## config.mk

```make
export PLATFORM = sky130hd
export DESIGN_NAME = cpu_clk_ctrl
export DESIGN_NICKNAME = d
export VERILOG_FILES = /design/src/rtl/cpu_clk_ctrl.sv
export SDC_FILE = /design/constraint.sdc
export NUM_CORES = 1
export LEC_CHECK = 0
export ABC_AREA = 1
export ABC_CLOCK_PERIOD_IN_PS = 4600
export CORE_MARGIN = 4
export CORE_UTILIZATION = 56
export CTS_CLUSTER_SIZE = 8
export DETAILED_ROUTE_END_ITERATION = 10
export PLACE_DENSITY = 0.8
export RECOVER_POWER = 100
export SLEW_MARGIN = 20
export SYNTH_ARGS = -nofsm -noshare
export SYNTH_HDL_FRONTEND = slang
export SYNTH_SLANG_ARGS = --single-unit
```

## constraint.sdc

```tcl
create_clock -name clk_in -period 4.6 [get_ports clk_in]
set_input_delay 1.38 -clock clk_in [delete_from_list [all_inputs] [get_ports clk_in]]
set_output_delay 1.38 -clock clk_in [all_outputs]
set_load 0.02 [all_outputs]
```

## src/rtl/cpu_clk_ctrl.sv

```systemverilog
// Run/step/halt clock-enable scheduler for the pipeline: programmable-rate free run,
// debounced single-step, and breakpoint halt, plus a count of issued enables.
module cpu_clk_ctrl #(
    parameter int DB_CYCLES = 20000,
    parameter int CNT_W     = 32
) (
    input  logic             clk_in,
    input  logic             rst_n,
    input  logic             run_sw,
    input  logic             step_btn,
    input  logic [2:0]       div_sel,
    input  logic             halt_req,
    output logic             cpu_ce,
    output logic             halted,
    output logic [CNT_W-1:0] cycle_cnt
);

    localparam int DB_W = (DB_CYCLES > 1) ? $clog2(DB_CYCLES) : 1;
    localparam logic [DB_W-1:0] DB_LAST = DB_W'(DB_CYCLES - 1);

    typedef enum logic [1:0] {
        ST_HALT,
        ST_RUN,
        ST_STEP
    } state_t;

    state_t           state_q, state_d;
    logic             run_meta_q, run_meta_d;
    logic             run_s_q, run_s_d;
    logic             btn_meta_q, btn_meta_d;
    logic             btn_s_q, btn_s_d;
    logic             btn_db_q, btn_db_d;
    logic [DB_W-1:0]  db_cnt_q, db_cnt_d;
    logic             step_evt_q, step_evt_d;
    logic             halt_latch_q, halt_latch_d;
    logic [6:0]       div_cnt_q, div_cnt_d;
    logic             halted_q, halted_d;
    logic [CNT_W-1:0] cycle_cnt_q, cycle_cnt_d;
    logic [6:0]       period_m1;
    logic             tick_due;

    always_comb begin
        run_meta_d = run_sw;
        run_s_d    = run_meta_q;
        btn_meta_d = step_btn;
        btn_s_d    = btn_meta_q;

        // The button level only moves after DB_CYCLES consecutive disagreeing samples.
        btn_db_d   = btn_db_q;
        db_cnt_d   = '0;
        step_evt_d = 1'b0;
        if (btn_s_q != btn_db_q) begin
            if (db_cnt_q == DB_LAST) begin
                btn_db_d   = btn_s_q;
                step_evt_d = btn_s_q;
            end else begin
                db_cnt_d = db_cnt_q + DB_W'(1);
            end
        end

        if (halt_req) begin
            halt_latch_d = 1'b1;
        end else if (!run_s_q) begin
            halt_latch_d = 1'b0;
        end else begin
            halt_latch_d = halt_latch_q;
        end
    end

    // Comparing with >= lets a shorter period take effect without wrapping the counter.
    assign period_m1 = 7'((8'd1 << div_sel) - 8'd1);
    assign tick_due  = (div_cnt_q >= period_m1);

    always_comb begin
        state_d   = state_q;
        div_cnt_d = div_cnt_q;
        cpu_ce    = 1'b0;
        case (state_q)
            ST_HALT: begin
                if (run_s_q && !halt_latch_q && !halt_req) begin
                    state_d   = ST_RUN;
                    div_cnt_d = '0;
                end else if (step_evt_q) begin
                    state_d = ST_STEP;
                end
            end
            ST_RUN: begin
                cpu_ce    = tick_due && !halt_req;
                div_cnt_d = tick_due ? 7'd0 : div_cnt_q + 7'd1;
                if (!run_s_q || halt_req) begin
                    state_d = ST_HALT;
                end
            end
            ST_STEP: begin
                cpu_ce  = !halt_req;
                state_d = ST_HALT;
            end
            default: begin
                state_d = ST_HALT;
            end
        endcase
        halted_d    = (state_d == ST_HALT);
        cycle_cnt_d = cycle_cnt_q + {{(CNT_W-1){1'b0}}, cpu_ce};
    end

    always_ff @(posedge clk_in or negedge rst_n) begin
        if (!rst_n) begin
            state_q      <= ST_HALT;
            run_meta_q   <= 1'b0;
            run_s_q      <= 1'b0;
            btn_meta_q   <= 1'b0;
            btn_s_q      <= 1'b0;
            btn_db_q     <= 1'b0;
            db_cnt_q     <= '0;
            step_evt_q   <= 1'b0;
            halt_latch_q <= 1'b0;
            div_cnt_q    <= '0;
            halted_q     <= 1'b1;
            cycle_cnt_q  <= '0;
        end else begin
            state_q      <= state_d;
            run_meta_q   <= run_meta_d;
            run_s_q      <= run_s_d;
            btn_meta_q   <= btn_meta_d;
            btn_s_q      <= btn_s_d;
            btn_db_q     <= btn_db_d;
            db_cnt_q     <= db_cnt_d;
            step_evt_q   <= step_evt_d;
            halt_latch_q <= halt_latch_d;
            div_cnt_q    <= div_cnt_d;
            halted_q     <= halted_d;
            cycle_cnt_q  <= cycle_cnt_d;
        end
    end

    assign halted    = halted_q;
    assign cycle_cnt = cycle_cnt_q;

endmodule
```

==> results.md <==
### Floorplanning
- number of primary I/O pins: 42
- overall die height: 89.5 µm
- core outline area: 6390 µm²
- Die Span X: 89.5 µm
- site row count: 29
- initial cell density of the core: 58.3%
- area of the die: 8010 µm²

### Synthesis
- synthesized instance count: 475
- Syn Nets: 497
- library cells used by synthesis: 31
- cell area after synthesis: 3720 µm²
- number of storage elements in the synthesis netlist: 64
- synthesized area per cell: 7.83 µm²
- sequential share of the synthesized area: 43.1%
- Yosys Warn Count: 0

### Route
- number of DRC violations after detailed routing: 0
- router iterations before antenna repair: 5
- Routed Antenna Nets: 0
- number of vias in the routed layout: 3300
- WL final: 8470 µm
- post-detailed-route via-to-cell ratio: 5.39
- First DRT Iteration DRCs: 174
- wire per inst: 13.8 µm

### STA
- Relative slew margins: 22.4%
- worst clock skew: 0.00738 ns
- share of the cycle needed by the critical path after routing: 96.6%
- RSZ-0062 raised after global routing: false
- count of pins over their slew limit: 0
- hold slack: 0.352 ns
- timing-limited maximum frequency: 225 MHz
- total of endpoints with negative setup slack in the final report: 0
- Tightest Pin Transition: 1.16 ns
- final critical path time including I/O delays and setup: 4.44 ns
- Final Hold Fails: 0

### Clock network
- clock latency at the later pin of the worst-skew pair: 0.33 ns
- Reg clk slew, reported paths: 0.06 ns
- H-Tree Depth: 3
- CTS tree: built
- clock tree sinks: 64
- CTS Hold Buffers Added: 0
- clock buffers created by TritonCTS: 9
- clk buf depth: 2
- CTS Root Buffer Type: sky130_fd_sc_hd__clkbuf_8

### Critical path
- Buffers & Inverters on Critical Path: 4
- register-to-register setup slack: 1.52 ns
- ordered list of cells on the worst path: clkdlybuf4s50_1 > nand3_1 > ha_1 > nand2_1 > inv_1 > nand2_1 > nand2_1 > inv_1 > nand2_1 > a21oi_1 > nor2_1 > buf_4
- cell repeated most along the worst path: sky130_fd_sc_hd__nand2_1
- Critical path origin: div_sel[0]
- highest net fanout along the worst path: 4
- kind of capture point of the worst setup path: output port
- highest cell delay on the worst timing path: 0.51 ns
- CP Class: input port to output port
- data required time at the worst endpoint: 3.22 ns
- master of the slowest instance on the critical path: sky130_fd_sc_hd__clkdlybuf4s50_1
- source of the worst register-to-register timing path: div_cnt_q[4]
- Data arrival, critical path: 3.06 ns
- family with the most delay on the worst path: buffers and inverters
- launching element type of the critical path: input port

### Global routing
- global route overflow: 0
- pin count of the biggest net entering global routing: 44
- wire length of the first global-routing pass: 14200 µm
- aggregate global-route resource usage: 23.3%
- number of global-route vias before repair: 3150
- initial antenna violation count: 0

### Power
- LEAKAGE: 2.15 nW
- Switching Power: 0.318 mW
- Pint: 0.945 mW
- fraction of power spent switching nets: 25.2%
- maximum vdd ir drop: 0.000220 V
- PD cells: 291 nW/µm²
- combinational fraction of design power: 11.9%
- share of power burned in the clock network: 40.2%
- Flop pwr share: 47.9%

### Cells and area
- area delta synth->final: 16.7%
- number of fillers in the final layout: 535
- most common library cell in the layout ignoring fill and taps: sky130_fd_sc_hd__nand2_1
- commonest cells after routing, fill and taps aside: 144 x sky130_fd_sc_hd__nand2_1, 67 x sky130_fd_sc_hd__nor2_1, 63 x sky130_fd_sc_hd__dfrtp_1, 55 x sky130_fd_sc_hd__inv_1, 36 x sky130_fd_sc_hd__dlygate4sd3_1
- layout cell share with drive strength beyond 1: 8.04%
- Nets: 552
- share of the core filled with cells: 68.0%
- diode insertion count for antenna repair: 0

### Placed design
- HPWL after detailed placement: 6300 µm
- count of port buffers added during placement: 41
- final weighted congestion of routability-driven global placement: 0.897

### Min path
- startpoint of the lowest-slack hold path: run_meta_q
- Hold Path Class: flip-flop to flip-flop

### Flow run
- max-cap violations: 0

### Status
- status: finished clean

[synth_stat cells]
cell type                  count  area (µm²)
sky130_fd_sc_hd__a21oi_1       7        35.0
sky130_fd_sc_hd__and2_4        1        8.76
sky130_fd_sc_hd__buf_4         1        7.51
sky130_fd_sc_hd__clkinv_1      1        3.75
sky130_fd_sc_hd__dfrtp_1      63        1580
sky130_fd_sc_hd__dfstp_2       1        26.3
sky130_fd_sc_hd__ha_1         14         175
sky130_fd_sc_hd__inv_1        54         203
sky130_fd_sc_hd__inv_2         5        18.8
sky130_fd_sc_hd__nand2_1     142         533
sky130_fd_sc_hd__nand2_2      10        62.6
sky130_fd_sc_hd__nand3_1      27         135
sky130_fd_sc_hd__nand3_2       2        20.0
sky130_fd_sc_hd__nand3_4       1        17.5
sky130_fd_sc_hd__nand3b_1      9        67.6
sky130_fd_sc_hd__nand4_1      11        68.8
sky130_fd_sc_hd__nor2_1       60         225
sky130_fd_sc_hd__nor2_2        7        43.8
sky130_fd_sc_hd__nor2_4        5        56.3
sky130_fd_sc_hd__nor2_8        1        20.0
sky130_fd_sc_hd__nor3_1       12        60.1
sky130_fd_sc_hd__nor3_2        4        40.0
sky130_fd_sc_hd__nor3_4        2        32.5
sky130_fd_sc_hd__o21ai_0       7        35.0
sky130_fd_sc_hd__o21ai_2       1        8.76
sky130_fd_sc_hd__o21bai_1      1        7.51
sky130_fd_sc_hd__o22ai_1       1        6.26
sky130_fd_sc_hd__o32ai_1       1        8.76
sky130_fd_sc_hd__xnor2_1       4        35.0
sky130_fd_sc_hd__xor2_1       19         166
sky130_fd_sc_hd__xor2_2        1        16.3
[power groups by stage]
| stage | sequential [mW] | clock [mW] | combinational [mW] |
|---|---|---|---|
| 2_1_floorplan | 0.620 | 0 | 0.100 |
| 5_1_grt | 0.608 | 0.553 | 0.174 |
| 3_5_place_dp | 0.616 | 0 | 0.154 |
| 3_3_place_gp | 0.615 | 0 | 0.150 |
| 6_report | 0.605 | 0.508 | 0.150 |
| 4_1_cts | 0.606 | 0.518 | 0.156 |
[path summary, 6_finish.rpt]
path / to / depth (start not counted)
worst max-delay path: cpu_ce / 12
worst min-delay path: run_s_q / 0
worst max register to register: cycle_cnt[25] / 18
worst min register to register: run_s_q / 0
max in group asynchronous: db_cnt_q[1] / 2
min in group asynchronous: cycle_cnt[9] / 1
[cell families (layout without fill, tap and decap cells)]
kind of cell,after synthesis,in the layout,share of synthesized area (%)
buffers and inverters,61,121,6.25
XOR/XNOR,24,24,5.85
AND/OR/NAND/NOR,294,294,37.4
flip-flops,64,64,43.1
adder cells (fa/ha/maj),14,14,4.71
AO/OA/AOI/OAI,18,18,2.72
[layout make-up]
cell class	instances	area (µm²)	area share, %
multi-input combinational	350	1790	41.2
timing repair buffer	45	427	9.82
clock inverter	4	70.1	1.61
inverter	60	225	5.18
clock buffer	12	135	3.11
sequential	64	1600	36.9
tap	77	96.3	2.22
[metrics by stage]
step	setup TNS [ns]	area (µm²)	total power, mW	std cells	worst slack, ns
6_report	0	4340	1.26	612	0.156
4_1_cts	0	4440	1.28	611	0.0192
3_5_place_dp	-0.330	4240	0.770	595	-0.330
3_3_place_gp	-0.279	4240	0.766	595	-0.279
2_1_floorplan	0	3720	0.721	475	0.741
5_1_grt	0	4340	1.34	612	0.0321
[sequential cells by signal (all words and copies together) (netlist names)]
name	count
halted	1
btn_s_q	1
cycle_cnt	32
div_cnt_q	7
db_cnt_q	15
step_evt_q	1
run_s_q	1
btn_meta_q	1
state_q	2
run_meta_q	1
halt_latch_q	1
btn_db_q	1
[layer usage]
metal | share of wire (%) | up-vias | global-route usage (%)
met5 | 0 | - | 0
met4 | 1.9 | 0 | 8.93
met2 | 46 | 121 | 35.7
li1 | - | 1609 | -
met3 | 7.6 | 19 | 4.70
met1 | 45 | 1551 | 32.5
[repair_timing]
action	in CTS	in global routing
gates resized for setup	4	4
setup buffers	0	1
hold endpoints to repair	0	0
pin swaps	0	1
endpoints found under the setup margin	1	1
Power figures use the tool's default switching activity.
